**src/rtl/core_sequencer.sv**
```systemverilog
// Fetch/decode/execute controller between the register-file/ALU datapath and one shared memory port.
// Latency: ALU/COND 1+F+1 cycles, LOAD/STORE add the memory wait, CONST adds a second fetch (F = fetch wait incl. ack).
// Backpressure: mem_req is held until mem_ack; a request unanswered for TIMEOUT cycles forces the sticky ERROR state.
//
// Ports:
//   clk, reset_n                  clock; synchronous active-low reset
//   mem_req_o/mem_we_o/addr_sel_o memory request, 1=store, address source (0=PC, 1=datapath mem_loca)
//   mem_ack_i/mem_rdata_i         request accepted; read data valid in the ack cycle
//   pc_inc_o, write_o{Y2,Y1}      datapath PC increment and register write strobes
//   alu_op_o, compare_op_o        ALU / compare operation
//   a_o..d_o, y1_o, y2_o          register selects, held from IR
//   ld_o, const_c_o, constant_o   C-operand source select (load data / constant) and constant value
//   condition_o                   conditional write mode
//   halted_o, error_o             HALT / ERROR reached (sticky until reset)
module core_sequencer #(
  parameter int TIMEOUT = 16
) (
  input  logic        clk,
  input  logic        reset_n,
  output logic        mem_req_o,
  output logic        mem_we_o,
  output logic        addr_sel_o,
  input  logic        mem_ack_i,
  input  logic [31:0] mem_rdata_i,
  output logic        pc_inc_o,
  output logic [1:0]  write_o,
  output logic [2:0]  alu_op_o,
  output logic [3:0]  a_o,
  output logic [3:0]  b_o,
  output logic [3:0]  c_o,
  output logic [3:0]  d_o,
  output logic [3:0]  y1_o,
  output logic [3:0]  y2_o,
  output logic        ld_o,
  output logic        const_c_o,
  output logic [31:0] constant_o,
  output logic        condition_o,
  output logic [2:0]  compare_op_o,
  output logic        halted_o,
  output logic        error_o
);

  localparam int WW = $clog2(TIMEOUT + 1);

  localparam logic [3:0] CLS_ALU   = 4'h0;
  localparam logic [3:0] CLS_LOAD  = 4'h1;
  localparam logic [3:0] CLS_STORE = 4'h2;
  localparam logic [3:0] CLS_CONST = 4'h3;
  localparam logic [3:0] CLS_COND  = 4'h4;
  localparam logic [3:0] CLS_HALT  = 4'hF;

  typedef enum logic [2:0] {
    S_FETCH  = 3'd0,
    S_EXEC   = 3'd1,
    S_CFETCH = 3'd2,
    S_MEM    = 3'd3,
    S_HALT   = 3'd4,
    S_ERROR  = 3'd5
  } state_t;

  state_t          state_q, state_d;
  // Only the decoded IR fields are kept: [31:5] and the dual bit [1].
  logic [31:5]     ir_q, ir_d;
  logic            dual_q, dual_d;
  logic [31:0]     const_q, const_d;
  logic            req_q, req_d;
  logic            we_q, we_d;
  logic            asel_q, asel_d;
  logic [WW-1:0]   wait_q, wait_d;

  logic [3:0]      cls;
  logic            acked;
  logic            timeout_hit;
  logic [1:0]      wr;
  logic            pci_raw;
  logic            ld;
  logic            cc;
  logic            cond;

  assign cls         = ir_q[31:28];
  // An ack only counts while a request is actually outstanding.
  assign acked       = req_q && mem_ack_i;
  assign timeout_hit = req_q && !mem_ack_i && (wait_q == WW'(TIMEOUT - 1));

  always_comb begin
    state_d = state_q;
    ir_d    = ir_q;
    dual_d  = dual_q;
    const_d = const_q;
    wr      = 2'b00;
    pci_raw = 1'b0;
    ld      = 1'b0;
    cc      = 1'b0;
    cond    = 1'b0;

    case (state_q)
      S_FETCH: begin
        if (acked) begin
          ir_d    = mem_rdata_i[31:5];
          dual_d  = mem_rdata_i[1];
          state_d = S_EXEC;
        end
      end
      S_EXEC: begin
        case (cls)
          CLS_ALU: begin
            wr      = {dual_q, 1'b1};
            pci_raw = 1'b1;
            state_d = S_FETCH;
          end
          CLS_COND: begin
            cond    = 1'b1;
            wr      = 2'b01;
            pci_raw = 1'b1;
            state_d = S_FETCH;
          end
          CLS_LOAD, CLS_STORE: begin
            pci_raw = 1'b1;
            state_d = S_MEM;
          end
          CLS_CONST: begin
            pci_raw = 1'b1;
            state_d = S_CFETCH;
          end
          CLS_HALT: state_d = S_HALT;
          default:  state_d = S_ERROR;
        endcase
      end
      S_CFETCH: begin
        if (acked) begin
          const_d = mem_rdata_i;
          cc      = 1'b1;
          wr      = 2'b01;
          pci_raw = 1'b1;
          state_d = S_FETCH;
        end
      end
      S_MEM: begin
        if (acked) begin
          if (cls == CLS_LOAD) begin
            ld = 1'b1;
            wr = 2'b01;
          end
          state_d = S_FETCH;
        end
      end
      S_HALT:  state_d = S_HALT;
      S_ERROR: state_d = S_ERROR;
      default: state_d = S_ERROR;
    endcase

    if (timeout_hit) begin
      state_d = S_ERROR;
    end
  end

  // Wait counter restarts whenever no request is pending or one is acked.
  assign wait_d = (req_q && !mem_ack_i) ? wait_q + 1'b1 : '0;

  // Request lines are registered so they stay stable until the ack cycle;
  // after an ack the request drops for at least one cycle.
  assign req_d  = ((state_d == S_FETCH) || (state_d == S_CFETCH) || (state_d == S_MEM)) && !acked;
  assign asel_d = req_d && (state_d == S_MEM);
  assign we_d   = asel_d && (cls == CLS_STORE);

  always_ff @(posedge clk) begin
    if (!reset_n) begin
      state_q <= S_FETCH;
      ir_q    <= '0;
      dual_q  <= 1'b0;
      const_q <= '0;
      req_q   <= 1'b0;
      we_q    <= 1'b0;
      asel_q  <= 1'b0;
      wait_q  <= '0;
    end else begin
      state_q <= state_d;
      ir_q    <= ir_d;
      dual_q  <= dual_d;
      const_q <= const_d;
      req_q   <= req_d;
      we_q    <= we_d;
      asel_q  <= asel_d;
      wait_q  <= wait_d;
    end
  end

  assign mem_req_o  = req_q;
  assign mem_we_o   = we_q;
  assign addr_sel_o = asel_q;

  // Register 0 is the PC: never increment it in the same cycle it is written.
  assign pc_inc_o   = pci_raw && !(wr[0] && (ir_q[27:24] == 4'd0))
                              && !(wr[1] && (ir_q[11:8] == 4'd0));
  assign write_o     = wr;
  assign ld_o        = ld;
  assign const_c_o   = cc;
  assign condition_o = cond;
  // The new constant is forwarded in its ack cycle so it lines up with const_c.
  assign constant_o  = cc ? mem_rdata_i : const_q;

  assign y1_o = ir_q[27:24];
  assign a_o  = ir_q[23:20];
  assign b_o  = ir_q[19:16];
  assign c_o  = ir_q[15:12];
  assign d_o  = ir_q[11:8];
  assign y2_o = ir_q[11:8];

  assign alu_op_o     = (cls == CLS_ALU)  ? ir_q[7:5] : 3'd0;
  assign compare_op_o = (cls == CLS_COND) ? ir_q[7:5] : 3'd0;

  assign halted_o = (state_q == S_HALT);
  assign error_o  = (state_q == S_ERROR);

endmodule

```
**config.mk**
```make
export PLATFORM = sky130hd
export DESIGN_NAME = core_sequencer
export DESIGN_NICKNAME = d
export VERILOG_FILES = /design/src/rtl/core_sequencer.sv
export SDC_FILE = /design/constraint.sdc
export NUM_CORES = 1
export LEC_CHECK = 0
export CAP_MARGIN = 20
export CORE_MARGIN = 1.5
export CORE_UTILIZATION = 30
export DETAILED_ROUTE_END_ITERATION = 10
export GPL_ROUTABILITY_DRIVEN = 1
export GPL_TIMING_DRIVEN = 0
export PLACE_DENSITY_LB_ADDON = 0.15
export SYNTH_ARGS = -nofsm -noshare
export SYNTH_HDL_FRONTEND = slang
export SYNTH_SLANG_ARGS = --single-unit
```
**constraint.sdc**
```tcl
create_clock -name clk -period 2.2 [get_ports clk]
set_input_delay 0.66 -clock clk [delete_from_list [all_inputs] [get_ports clk]]
set_output_delay 0.66 -clock clk [all_outputs]
set_load 0.01 [all_outputs]
```
; Yosys cells after proc, flatten, opt, wreduce, memory -nomap -nowiden
; Index checks and enable logic that the tools add are counted.
[word_totals]
reg_bits = 71
wordCells = 72
output_inout_bits = 73
[classes]
reduce_logical = 28
eq_ne = 13
add_sub_neg = 1
muxes = 22
[ops]
columns = operator, count
row1 = $mux 32, 1
row2 = $pmux 3 s4, 2
row3 = $mux 3, 5
row4 = $eq 3x2->1 const B, 4
row5 = $logic_not 4->1, 3
row6 = $mux 1, 11
row7 = $logic_and 1x1->1, 10
row8 = $eq 4x2->1 const B, 2
row9 = $eq 3x3->1 const B, 2
row10 = $logic_not 3->1, 2
row11 = $pmux 2 s3, 1
row12 = $reduce_and 2->1, 3
row13 = $reduce_or 2->1, 3
row14 = $add 5x1->5 const B, 1
row15 = $eq 5x4->1 const B, 1
row16 = $reduce_or 5->1, 1
row17 = $eq 4x1->1 const B, 1
row18 = $eq 4x3->1 const B, 1
row19 = $eq 4x4->1 const B, 1
row20 = $logic_not 1->1, 4
row21 = $pmux 2 s2, 1
row22 = $eq 3x1->1 const B, 1
row23 = $logic_or 1x1->1, 2
row24 = $pmux 1 s2, 1

; Longest topological paths before layout
; Gate-level depths: netlist (run 1).
[depth]
ltp_word = 11
mapped_depth = 7
mapped_depth_nobuf = 7

; Worst setup path after synthesis (run 1)
; No wires, ideal clock.
[synth_timing]
kind = input to output
start = input mem_ack_i
end = output constant_o[14]
arrival_ps = 1552
path_slack_ps = -12
path_buffers = 1
stages = 4
required_time_ps = 1540
cell_sequence = nand4b_2 nor2_4 buf_6 mux2_2
[synth_between]
elab_chain_cells = 4
[synth_lines]
columns = item, line_no
row1 = "start, declared", 23  ; input logic mem_ack_i,
row2 = $logic_and 1x1->1, 82  ; assign acked = req_q && mem_ack_i;
row3 = $mux 1, 130  ; if (acked) begin
row4 = $mux 1, 96  ; case (state_q)
row5 = via const_c_o, 35  ; output logic const_c_o,
row6 = $mux 32, 200  ; assign constant_o = cc ? mem_rdata_i : const_q;
row7 = "end, declared", 36  ; output logic [31:0] constant_o,
; The timed path passes the listed nets, and every way through them passes these cells.

; Final worst setup path (run 1)
[layout_timing]
start = input mem_ack_i
end = output constant_o[16]
[layout_between]
elab_chain_cells = 4
[layout_lines]
columns = item, line_no
row1 = $logic_and 1x1->1, 82
row2 = $mux 1, 130
row3 = $mux 1, 96
row4 = $mux 32, 200
; Every way passes these cells.

==> results of run 1 <==
[worst max-delay path: cells and delay by family]
kind / cells / cell delay [ps]
buffers and inverters: 4 / 490
AND/OR/NAND/NOR: 2 / 280
multiplexers: 1 / 310
[power breakdown]
part	leakage, nW	total, mW	internal [mW]	switching [mW]
Sequential	0.580	1.34	1.31	0.0234
Clock	0.114	1.19	0.701	0.488
Combinational	1.46	0.378	0.212	0.165
[repair_timing]
| action | 4_1_cts | 5_1_grt |
|---|---|---|
| setup buffers | 22 | 8 |
| hold buffers | 0 | 0 |
| pin swaps | 10 | 6 |
| resized for setup | 246 | 21 |
| cloned | 3 | 0 |
| endpoints found under the setup margin | 74 | 40 |
[area by class of cell]
cell class | instances | area [um^2]
repair buffers | 133 | 1370
inverters | 3 | 11.3
multi-input cells | 216 | 1580
plain buffers | 41 | 313
clock buffers | 13 | 159
well taps | 136 | 170
flip-flops and latches | 71 | 1440
fillers | 1030 | 5310
clock inverters | 3 | 65.1
[per-layer routing]
layer	GRT usage, %	vias up	part of all wire [%]
met4	4.95	0	1.1
met5	0	-	0
met2	24.4	84	45
met3	6.26	8	8.2
met1	20.6	1296	46
li1	-	1375	-
[registers in the layout, indices dropped and copies added (netlist names)]
name	flops
const_q	32
mem_req_o	1
addr_sel_o	1
dual_q	1
ir_q	27
mem_we_o	1
wait_q	5
state_q	3
[metrics by stage]
stage	total power [mW]	utilization, %	area, um^2	TNS, ps
6_report	2.90	49.0	5100	-6260
5_1_grt	3.03	49.0	5100	-8880
4_1_cts	2.93	49.2	5120	-8840
3_5_place_dp	1.70	43.0	4480	-66410
3_3_place_gp	1.70	43.0	4480	-68260
2_1_floorplan	1.53	-	3250	-99.1
[logic make-up (layout without fill, tap and decap cells)]
group	after synthesis	count (layout)	synth area share [%]
buffers and inverters	48	193	10.3
adders and majority gates	2	2	0.771
xor gates and xnor gates	2	2	0.540
AOI/OAI and AO/OA	41	41	6.98
muxes	33	33	13.8
DFF	71	71	43.8
and+or+nand+nor	138	138	23.8
[how the worst min path moves through the flow]
stage	startpoint	end	slack, ps
4_1_cts	ir_q[13]	ir_q[13]	460
5_1_grt	ir_q[13]	ir_q[13]	470
2_1_floorplan	wait_q[0]	wait_q[0]	420
3_3_place_gp	wait_q[0]	wait_q[0]	430
3_5_place_dp	wait_q[0]	wait_q[0]	440
6_report	ir_q[13]	ir_q[13]	450
[placed cells by master (no fill, tap or decap), types with 2 or more instances in the layout]
cell	n
dfxtp_1	63
mux2_4	32
buf_6	46
nor2_4	2
nor3b_2	2
dfxtp_4	5
o21ai_0	2
dfxtp_2	3
buf_8	5
clkbuf_8	11
and3b_1	2
clkdlybuf4s50_1	61
clkbuf_1	9
and2_1	33
nor3b_1	2
clkbuf_2	4
inv_1	3
nand3b_1	5
nor2_1	9
bufinv_16	2
buf_4	36
nand2_1	58
and3_1	8
buf_12	3
dlygate4sd2_1	3
a21oi_1	32
ha_1	2
buf_2	6
==> flow_summary.toml, run 1 <==
[grt]
grt_pass1_vias = 2776
grt_max_degree = 12
grt_pass1_wl_mm = 14.1
antenna_found_initial = 0
grt_usage_pct = 15.9
grt_overflow_total = 0

[sta]
tightestPinTransition_ps = 587
whs_ps = 454
setup_slack_ps = -200
rsz0062_at_grt = "yes"
period_needed_ps = 2400
drv_slew = 0
relSlewSlack_pct = 60.5
clock_skew_ps = 5.60
finalCritPeriodShare_pct = 109
setup_viol = 37
timing.final.hold_violations = 0
fmax_mhz = 417

[cts]
clockBufferDepth = 2
cts_buffers = 9
path_clk_slew_ps = 70
cts-root-buf = "clkbuf_8"
cts_htree_levels = 3
worstSkewPairLatency_ps = 340
cts_tree = "built"
cts_sinks = 71

[drt]
routed_wl_mm = 8.73
drc = 0
wire_per_inst_um = 14.2
ant_nets = 0
dr_total_vias = 2763
drtIter0Drc = 75
via_per_inst = 4.49
drtPass1Iterations = 4

[placed_design]
routabilityCongestion = 0.755
dpl.cell_count = 577
preCtsSetupSlack_ps = -1330
hpwlAfterDp_mm = 5.79
io_buffers = 106

[floorplanning]
die_w_um = 107
pin_count = 108
die_h_um = 107
core_area_um2 = 10400
dieArea_um2 = 11400
num_rows = 37
initial_core_util_pct = 31.1

[worst_setup_path]
crit_end = "constant_o[16]"
startpoint = "mem_ack_i"
cp_common_cell = "buf_8"
r2r-end = "mem_we_o"
worstPathRequired_ps = 1540
start_kind = "input port"
worstPathArrival_ps = 1740
crit_fanout = 5
cp_cell_sequence = "buf_8 > nand4b_4 > nor2_4 > buf_8 > buf_8 > mux2_4 > buf_6"
ff2ff_path_depth = 7
r2r-start = "wait_q[0]"
slowest_stage = "mux2_4"
rrSetupSlack_ps = 400
cp-end-kind = "output pin"
crit_path_max_incr_delay_ps = 310
worstSetupPathType = "in -> out"

[synthesis]
ys_async_sr_fraction_pct = 0
synth_edf_count = 0
synth_flop_cell = "dfxtp_1"
synth_top_area_share_pct = 43.8
synth_area_leader_cell = "dfxtp_1"
synth_most_common_cell = "dfxtp_1"
ys_seq_area_share_pct = 43.8
avgSynthCellArea_um2 = 9.68
synth_cell_types = 45
yosys_warnings = 0
synth_nets = 372
syn_area_um2 = 3240
synth_area_leaders = "dfxtp_1, mux2_4, nand2_1, and2_1, buf_4"
synth_common_cells = "dfxtp_1, nand2_1, and2_1"
synth_seq_cells = 71
synth_cells = 335

[power]
power_density_nw_per_um2 = 569
p_leak_nw = 2.16
peakVddDrop_uv = 254

[layout]
drive_gt1_share_pct = 35.2
diodes = 0
areaGrowthSynthToFinish_pct = 57.3
stdcell_count = 616
nets = 512

[worst_hold_path]
hold_depth = 2
hp-class = "reg -> reg"

[run_status]
outcome = "complete, but fails checks"
violations = "negative setup slack"

[flow_run]
drv_cap = 0
No activity file was read; power rests on OpenSTA's default activity.
==> inputs of run 2 (changes only) <==
--- a/constraint.sdc
+++ b/constraint.sdc
@@ -3,2 +3,2 @@
 set_output_delay 0.66 -clock clk [all_outputs]
-set_load 0.01 [all_outputs]
+set_load 0.05 [all_outputs]
==> run 2 against run 1 <==
Effect of this change:
- the run still ends with negative setup slack left
- via count fell by 0.69%
- cell count is 0.32% lower
- combinational power increased by 21%
- critical path depth is the same
- die area did not move
- sequential power hardly changed
- core utilization grew 0.70 points
- non-clock buffer count is 2 lower
- sequential cell count is the same
- global-route usage fell by 0.26 points
- maximum frequency decreased by 1.5%
- critical path type unchanged
- largest cell class unchanged
==> flow_summary.toml, run 2 (synthesis gave the netlist of run 1 again) <==
[drt]
wire_per_inst_um = 14.0
drt-met1-wl_mm = 3.97
routed.top_layer = "met4"
wl_met3_um = 585
drtIter0Drc = 63
wl_met2_mm = 3.96
ant_nets = 0
routed_wl_mm = 8.62
dr_total_vias = 2744
drtPass1Iterations = 4
drc = 0
via_per_inst = 4.47

[power]
p_sw_share_pct = 28.2
internal_power_mw = 2.03
p_sw_uw = 800
p_leak_nw = 2.26
pwr-share-seq_pct = 47.1
power.share.clock_pct = 36.8
power_density_nw_per_um2 = 548
peakVddDrop_uv = 344
combPwrFrac_pct = 16.1

[sta]
drv_slew = 0
tightestPinTransition_ps = 609
finalSetupTns_ps = -7260
whs_ps = 455
rsz0062_at_grt = "yes"
setup_viol = 35
timing.final.hold_violations = 0
clock_skew_ps = 12.2
relSlewSlack_pct = 59.1
fmax_mhz = 410
setup_slack_ps = -236
period_needed_ps = 2440
finalCritPeriodShare_pct = 111

[layout]
layout_top_registers = "const_q: 32 flops, ir_q: 27 flops, wait_q: 5 flops"
multi_input_area_um2 = 1630
layout_common_cells = "dfxtp_1, nand2_1, buf_4"
diodes = 0
fillers = 1012
drive_gt1_share_pct = 38.3
largest_reg_flops = 32
regArea_um2 = 1440
nets = 510
stdcell_area_um2 = 5180
stdcell_count = 614
top_register = "const_q"
final_common_cell = "dfxtp_1"
areaGrowthSynthToFinish_pct = 59.5

[placed_design]
routabilityCongestion = 0.735
dpl-instance-area_um2 = 4530
preCtsSetupSlack_ps = -1560
hpwlAfterDp_mm = 5.85
dpl.cell_count = 577
io_buffers = 106

[cts]
hold_buffers = 0
cts_tree = "built"
cts-root-buf = "clkbuf_8"
cts_htree_levels = 3
path_clk_slew_ps = 70
cts_buffers = 9
cts_sinks = 71
clockBufferDepth = 2
worstSkewPairLatency_ps = 350

[worst_setup_path]
worstPathArrival_ps = 1780
worst-path-buf-inv = 4
crit_path_max_incr_delay_ps = 310
cp_common_cell = "buf_12"
worstSetupPathType = "in -> out"
crit_fanout = 5
cp_cell_sequence = "buf_12 > nand4b_4 > nor2_4 > buf_12 > clkbuf_16 > mux2_4 > buf_6"
start_kind = "input port"
worstPathRequired_ps = 1540
cp_top_family = "buffers and inverters"
cp-end-kind = "output pin"
slowest_stage = "mux2_4"

[floorplanning]
die_h_um = 107
num_rows = 37
core_area_um2 = 10400
initial_core_util_pct = 31.1
die_w_um = 107
pin_count = 108
dieArea_um2 = 11400

[worst_hold_path]
hp-class = "reg -> reg"

[grt]
grt_overflow_total = 0
grt_max_degree = 14
grt_usage_pct = 15.7
grt_pass1_wl_mm = 14.0
grt_pass1_vias = 2821
antenna_found_initial = 0

[run_status]
violations = "negative setup slack"
outcome = "complete, but fails checks"

[flow_run]
drv_cap = 0
==> run 2: path summary, 6_finish.rpt <==
path | start | endpoint | slack (ps) | cells past startpoint
worst min register to register | wait_q[0] | wait_q[0] | 450 | 1
worst max register to register | wait_q[0] | mem_we_o | 440 | 7
worst max-delay path | mem_ack_i | constant_o[8] | -240 | 7
worst min-delay path | wait_q[0] | wait_q[0] | 450 | 1
==> run 2: power by group through the flow <==
stage,clock [mW],combinational (mW),sequential [mW]
global placement,0,0.432,1.37
finish,1.04,0.456,1.34
CTS,1.08,0.449,1.34
floorplan,0,0.262,1.37
global route,1.13,0.490,1.34
detailed placement,0,0.435,1.37
==> run 2: stage by stage <==
step | utilization, % | total power [mW]
finish | 49.7 | 2.83
global route | 49.7 | 2.96
CTS | 48.6 | 2.87
detailed placement | 43.5 | 1.80
global placement | 43.5 | 1.80
floorplan | - | 1.63
==> run 2: area by class of cell <==
cell class	count	share of cell area [%]
buffer	43	6.74
sequential	71	27.8
clock inverter	7	1.40
timing repair buffer	129	26.7
clock buffer	9	2.39
tap	136	3.29
inverter	3	0.218
multi-input combinational	216	31.4
==> run 2: metal layers <==
layer / up-vias / GRT usage [%]
met4: 0 / 4.86
met5: - / 0
met3: 9 / 5.05
met2: 77 / 25.2
met1: 1286 / 19.9
li1: 1372 / -
==> run 2: what timing repair did <==
| action | 4_1_cts | 5_1_grt |
|---|---|---|
| pin swaps | 6 | 3 |
| cloned | 2 | 1 |
| gates resized for setup | 386 | 22 |
| buffers inserted | 16 | 5 |
| endpoints found under the setup margin | 111 | 42 |
